[src/rtl/stopwatch_display_writer.sv]
// BCD stopwatch with run/stop/clear control that streams its ASCII digits into display RAM.
// Define LAP_HOLD_EN to enable the lap-hold feature; otherwise the lap input is ignored.
module stopwatch_display_writer #(
    parameter int DIGITS      = 4,
    parameter int TICK_PERIOD = 5000000,
    parameter int ADDR_W      = 6,
    parameter int BASE_ADDR   = 0
) (
    input  logic              clk,
    input  logic              rst,
    input  logic              start,
    input  logic              stop,
    input  logic              clear,
    input  logic              lap,
    output logic              we,
    output logic [ADDR_W-1:0] waddr,
    output logic [7:0]        wdata,
    output logic              running,
    output logic              overflow,
    output logic              tick
);

    localparam int CW = 4 * DIGITS;
    localparam int PW = $clog2(TICK_PERIOD);
    localparam int IW = (DIGITS > 1) ? $clog2(DIGITS) : 1;
    localparam logic [PW-1:0]     PRESC_MAX = PW'(TICK_PERIOD - 1);
    localparam logic [IW-1:0]     LAST_IDX  = IW'(DIGITS - 1);
    localparam logic [ADDR_W-1:0] BASE      = ADDR_W'(BASE_ADDR);

    typedef enum logic {IDLE, BURST} wstate_t;

    logic [PW-1:0] presc;
    logic [CW-1:0] count;
    logic [CW-1:0] count_inc;
    logic          count_wrap;
    logic          carry;
    logic          tick_due;
    logic [CW-1:0] source;

    wstate_t       wstate;
    logic          force_burst;
    logic [CW-1:0] shadow;
    logic [IW-1:0] idx;
    logic [3:0]    next_digit;

    always_comb begin
        carry     = 1'b1;
        count_inc = count;
        for (int i = 0; i < DIGITS; i++) begin
            if (carry) begin
                if (count[4*i +: 4] == 4'd9) begin
                    count_inc[4*i +: 4] = 4'd0;
                end else begin
                    count_inc[4*i +: 4] = count[4*i +: 4] + 4'd1;
                    carry = 1'b0;
                end
            end
        end
        count_wrap = carry;
    end

    // A stop or clear sampled on the same edge cancels a tick that was due.
    assign tick_due = running && !stop && !clear && (presc == PRESC_MAX);

    always_ff @(posedge clk) begin
        if (rst) begin
            running  <= 1'b0;
            presc    <= '0;
            count    <= '0;
            overflow <= 1'b0;
            tick     <= 1'b0;
        end else begin
            tick <= tick_due;
            if (stop) begin
                running <= 1'b0;
            end else if (start) begin
                running <= 1'b1;
            end
            if (clear) begin
                count    <= '0;
                presc    <= '0;
                overflow <= 1'b0;
            end else if (running && !stop) begin
                if (presc == PRESC_MAX) begin
                    presc <= '0;
                    count <= count_inc;
                    if (count_wrap) begin
                        overflow <= 1'b1;
                    end
                end else begin
                    presc <= presc + PW'(1);
                end
            end
        end
    end

`ifdef LAP_HOLD_EN
    logic          hold;
    logic [CW-1:0] lap_count;

    // Capture uses the pre-increment count when lap coincides with a tick.
    always_ff @(posedge clk) begin
        if (rst) begin
            hold      <= 1'b0;
            lap_count <= '0;
        end else if (clear) begin
            hold <= 1'b0;
        end else if (lap) begin
            if (!hold) begin
                lap_count <= count;
                hold      <= 1'b1;
            end else begin
                hold <= 1'b0;
            end
        end
    end

    assign source = hold ? lap_count : count;
`else
    logic unused_lap;
    assign unused_lap = lap;
    assign source     = count;
`endif

    always_comb begin
        next_digit = 4'd0;
        for (int k = 0; k < DIGITS; k++) begin
            if (IW'(k) == idx + IW'(1)) begin
                next_digit = shadow[4*(DIGITS-1-k) +: 4];
            end
        end
    end

    // force_burst makes the first idle cycle after reset paint all zeros.
    always_ff @(posedge clk) begin
        if (rst) begin
            wstate      <= IDLE;
            force_burst <= 1'b1;
            shadow      <= '0;
            idx         <= '0;
            we          <= 1'b0;
            waddr       <= BASE;
            wdata       <= 8'h30;
        end else if (wstate == IDLE) begin
            if (force_burst || (source != shadow)) begin
                shadow      <= source;
                force_burst <= 1'b0;
                wstate      <= BURST;
                idx         <= '0;
                we          <= 1'b1;
                waddr       <= BASE;
                wdata       <= {4'h3, source[CW-1 -: 4]};
            end
        end else begin
            if (idx == LAST_IDX) begin
                wstate <= IDLE;
                we     <= 1'b0;
            end else begin
                idx   <= idx + IW'(1);
                waddr <= waddr + ADDR_W'(1);
                wdata <= {4'h3, next_digit};
            end
        end
    end

endmodule

[config.mk]
export PLATFORM = sky130hd
export DESIGN_NAME = stopwatch_display_writer
export DESIGN_NICKNAME = d
export VERILOG_FILES = /design/src/rtl/stopwatch_display_writer.sv
export SDC_FILE = /design/constraint.sdc
export NUM_CORES = 1
export LEC_CHECK = 0
export ABC_AREA = 1
export BUFFER_PORTS_ARGS = -buffer_cell sky130_fd_sc_hd__buf_4
export CAP_MARGIN = 5
export CORE_UTILIZATION = 30
export CTS_CLUSTER_SIZE = 12
export DETAILED_ROUTE_END_ITERATION = 10
export PLACE_DENSITY = 0.56
export SLEW_MARGIN = 20
export SYNTH_ARGS = -nofsm -noshare
export SYNTH_HDL_FRONTEND = slang
export SYNTH_SLANG_ARGS = --single-unit
[constraint.sdc]
create_clock -name clk -period 1.6 [get_ports clk]
set_input_delay 0.16 -clock clk [delete_from_list [all_inputs] [get_ports clk]]
set_output_delay 0.16 -clock clk [all_outputs]
set_load 0.01 [all_outputs]
# After elaboration in Yosys (flattened, before gate mapping)
# Index checks and enable logic that the tools add are counted.
[word_totals] ff_bits=77 out_inout_bits=18 elab_cells=84
[classes] add_sub_neg=7 eq_ne=12 muxes=31 bitwise=1 n_reduce_logical=18
[op_table] operator="2-to-1 mux 4 bit" n=8
[op_table] operator="2-to-1 mux 8 bit" n=3
[op_table] operator="adder 23 x 1 -> 23 bit, second input constant" n=1
[op_table] operator="equality test 23 bit, second input constant" n=1
[op_table] operator="2-to-1 mux 23 bit" n=1
[op_table] operator="2-to-1 mux 6 bit" n=3
[op_table] operator="adder 4 x 1 -> 4 bit, second input constant" n=4
[op_table] operator="equality test 4 bit, second input constant" n=4
[op_table] operator="inequality test 16 bit" n=1
[op_table] operator="2-to-1 mux 1 bit" n=13
[op_table] operator="AND reduction 3 bit" n=4
[op_table] operator="AND reduction 2 bit" n=4
[op_table] operator="adder 6 x 1 -> 6 bit, second input constant" n=1
[op_table] operator="2-to-1 mux 2 bit" n=3
[op_table] operator="equality test 2 bit, first input constant" n=2
[op_table] operator="OR reduction 2 bit" n=2
[op_table] operator="logical AND 1 bit" n=3
[op_table] operator="adder 2 x 1 -> 2 bit, second input constant" n=1
[op_table] operator="equality test 1 x 2 -> 1 bit, first input constant" n=1
[op_table] operator="equality test 2 bit, second input constant" n=1
[op_table] operator="zero test 1 bit" n=2
[op_table] operator="zero test 2 bit" n=1
[op_table] operator="inequality test 2 x 1 -> 1 bit, second input constant" n=1
[op_table] operator="inequality test 2 bit, second input constant" n=1
[op_table] operator="3 further kinds" n=3

# Depth between registers and ports, before layout
[depth] depth_word=8 mapped_depth=13 depth_no_buf=11

# Worst setup path after synthesis
# No wires, ideal clock.
[synth_path] path_type="register to register" startpoint="reg presc[0]" endpoint="reg presc[20]" setup_ps=117 arrival_time_ps=1357 t_required_ps=1483 setup_slack_ps=126 stages_incl_launch_ff=11 synth_period_minus_slack_ps=1474 cell_sequence="dfxtp_1 ha_1 nand2_1 nor2_4 nand2_2 nor2_4 nand2_2 nor2_4 nand3_2 o21ai_0 nor2_1"
[synth_between] elab_chain_cells=2
[synth_lines] item="start: declaration" line="32" rtl="logic [PW-1:0] presc;"
[synth_lines] item="start signal: assignment" line="91" rtl="presc <= presc + PW'(1);"
[synth_lines] item="adder 23 x 1 -> 23 bit or equality test 23 bit (tied branches)" line="91, 84"
[synth_lines] item="2-to-1 mux 23 bit *" line="84" rtl="if (presc == PRESC_MAX) begin"
# Mark *: on every way between the ends. The rest lies on a longest branch, timed or not.
# A chain may end at the register's enable or synchronous reset.

# Worst setup path in the final report
[layout_path] startpoint="reg presc[1]" endpoint="reg presc[15]"
# The elaborated chain is that of the path after synthesis.

==> metrics.yaml <==
logic_synthesis:
  synth_area_um2: 4030
  synth_edf_count: 0
  ys.flop_type: "dfxtp_1"
  syn_inst: 584
  ys_seq_elements: 73
  avgSynthCellArea_um2: 6.90
  yosys_warnings: 0
  async_flop_share: 0
  ys_seq_area_frac: 0.363
  ys_types: 39
drt:
  post_drt_wl_per_cell_um: 12.5
  met1_length_mm: 5.06
  dr_wl_met3_um: 392
  ant_nets: 0
  vias: 3883
  drt_pre_antenna_iters: 5
  drc_errors: 0
  vias_per_cell: 4.67
  routed.top_layer: "met4"
  met2_length_mm: 4.81
  drtIter0Drc: 151
  drt_wl_total_mm: 10.4
sta:
  fin_crit_ns: 1.58
  fin_worst_skew_ns: 0.00591
  setup_violations: 0
  tns_ns: 0
  fmax_mhz: 631
  grt_setup_unrepaired: "yes"
  slew_violations: 0
  period_share: 0.990
  hold_viol_final: 0
place:
  globalplace.congestion: 0.818
  place_area_um2: 4610
  dp_hpwl_mm: 7.29
  placed_cells: 802
  io_buffers: 18
setup_path:
  cp_data_arrival_time_ns: 1.86
  worstSetupStartpoint: "presc[1]"
  startpoint_type: "register"
  crit_fanout: 3
  ff2ff_setup_slack_ns: 0.02
  r2r_start: "presc[1]"
  crit_path_max_incr_delay_ns: 0.35
  cp_top_family: "simple AND/OR/NAND/NOR gates"
  required_ns: 1.88
  path_class: "register to register"
  slowest_stage: "dfxtp_2"
  worst-path-buf-inv: 2
  crit_chain: "buf_6 -> nand2_4 -> nor3_4 -> nand4_1 -> nor2_2 -> buf_4 -> nand3_2 -> a21oi_2"
  crit_path_end_kind: "register"
pwr:
  clkPwrFrac: 0.421
  pwr-share-seq: 0.408
  switching_share: 0.280
  ir_worst_vdd_mv: 0.474
  p_int_mw: 3.49
  p_leak_nw: 2.02
  power.switching_mw: 1.36
  power_density_nw_per_um2: 923
  comb_power_share: 0.171
final_layout:
  seqCellArea_um2: 1500
  fillers: 1339
  synthToLayoutAreaGrowth_pct: 30.4
  antenna_cells: 0
  drive_gt1_frac: 0.317
  instances_no_fill: 832
  utilization: 0.408
  multi_input_area_um2: 2350
  nets: 668
  finalInstanceArea_um2: 5260
global_routing:
  grt_pass1_wl_mm: 16.5
  antenna_found_initial: 0
  grt_usage: 0.148
  overflow: 0
  grt_max_degree: 22
  grt_pass1_vias: 3521
clock_network:
  cts_hold_buf: 0
  cts-root-buf: "clkbuf_16"
  numClockSinks: 73
  cts_max_path_buffers: 2
  path_clk_slew_ns: 0.06
  numCtsBuffers: 9
  tritoncts: "built"
  clkLatencyLatePin_ns: 0.35
  cts_htree_levels: 3
run_status:
  status: "finished, final reports clean"
floorplanning:
  core_area_um2: 12900
  io_pins: 24
  rows: 41
  die_y_um: 118
  start_util: 0.313
  die_x_um: 118
  dieArea_um2: 13900
worst_hold_path:
  hold_class: "input pin to register"
  min_from: "stop"
run:
  maxCapViolCount: 0
## flip-flops by register name (all words and copies together) (netlist names)
name	count
wstate	1
running	1
wdata	4
count	16
overflow	1
presc	23
shadow	16
idx	2
we	1
tick	1
waddr	6
force_burst	1
## metal layers
layer,GRT usage,vias up
li1,-,2022
met1,0.198,1784
met2,0.224,65
met3,0.0392,12
met4,0.0609,0
met5,0,-
## cells in the mapped netlist (3+ instances only)
master    number  area [µm²]
a21oi_1       44         220
ha_1           7        87.6
nand3_2        6        60.1
xor2_1        10        87.6
a22oi_1        3        22.5
inv_1         56         210
nor2_2         7        43.8
nand3_1       40         200
dfxtp_1       73        1460
clkbuf_1       5        18.8
a21oi_2       11        96.3
o21ai_1        9        45.0
nand2_1      118         443
nor2_4         6        67.6
nor2_1        80         300
nand4_1        9        56.3
nand2_2        7        43.8
nor3_1        16        80.1
xnor2_1        3        26.3
buf_4          6        45.0
o21ai_0       25         125
inv_2         16        60.1
o211ai_1       5        37.5
## through the flow
step           hold slack, ns  power (mW)  setup slack, ns
2_1_floorplan           0.222        2.53            0.126
5_1_grt                0.0204        5.09          -0.0781
3_3_place_gp            0.372        2.73          -0.0458
3_5_place_dp            0.380        2.73           -0.111
6_report               0.0184        4.85           0.0155
4_1_cts                0.0164        4.80         -0.00726
## placed cells by master (no fill, tap or decap), types with 18 or more instances in the layout
cell type and instances:
buf_4 66, nand2_1 108, o21ai_0 22, inv_1 51, inv_2 20, nor2_1 75
dfxtp_2 18, dfxtp_1 52, a21oi_1 40, nand3_1 35
## cell type report
cell class,instances,share of cell area
Clock inverter,5,0.0105
Multi-Input combinational cell,424,0.447
Tap cell,172,0.0409
Inverter,73,0.0535
Clock buffer,11,0.0462
Timing Repair Buffer,74,0.117
Sequential cell,73,0.284
## power groups by stage
stage / clock (mW) / combinational (mW) / sequential (mW)
2_1_floorplan: 0 / 0.516 / 2.02
3_3_place_gp: 0 / 0.713 / 2.02
3_5_place_dp: 0 / 0.715 / 2.02
4_1_cts: 2.10 / 0.723 / 1.98
5_1_grt: 2.17 / 0.926 / 1.99
6_report: 2.04 / 0.830 / 1.98
## kinds of logic (layout without fill, tap and decap cells)
logic type / after synthesis / after routing / synth area share
DFF: 73 / 73 / 0.363
and+or+nand+nor: 300 / 301 / 0.345
AOI/OAI and AO/OA: 99 / 99 / 0.139
adders and majority gates: 7 / 7 / 0.0217
buffers and inverters: 90 / 163 / 0.101
xor gates and xnor gates: 13 / 13 / 0.0282
other: 2 / 4 / 0.00186
## final timing paths
| check | to | depth (start not counted) |
|---|---|---|
| worst min register to register | force_burst | 2 |
| worst max-delay path | presc[15] | 8 |
| worst min-delay path | running | 2 |
| worst max register to register | presc[15] | 8 |
## repair_timing
item	in CTS	in global routing
buffers inserted	6	6
resized for setup	11	70
setup endpoints to repair	26	58
pin swaps	7	16
gates cloned	0	2
No activity file was read; power rests on OpenSTA's default activity.
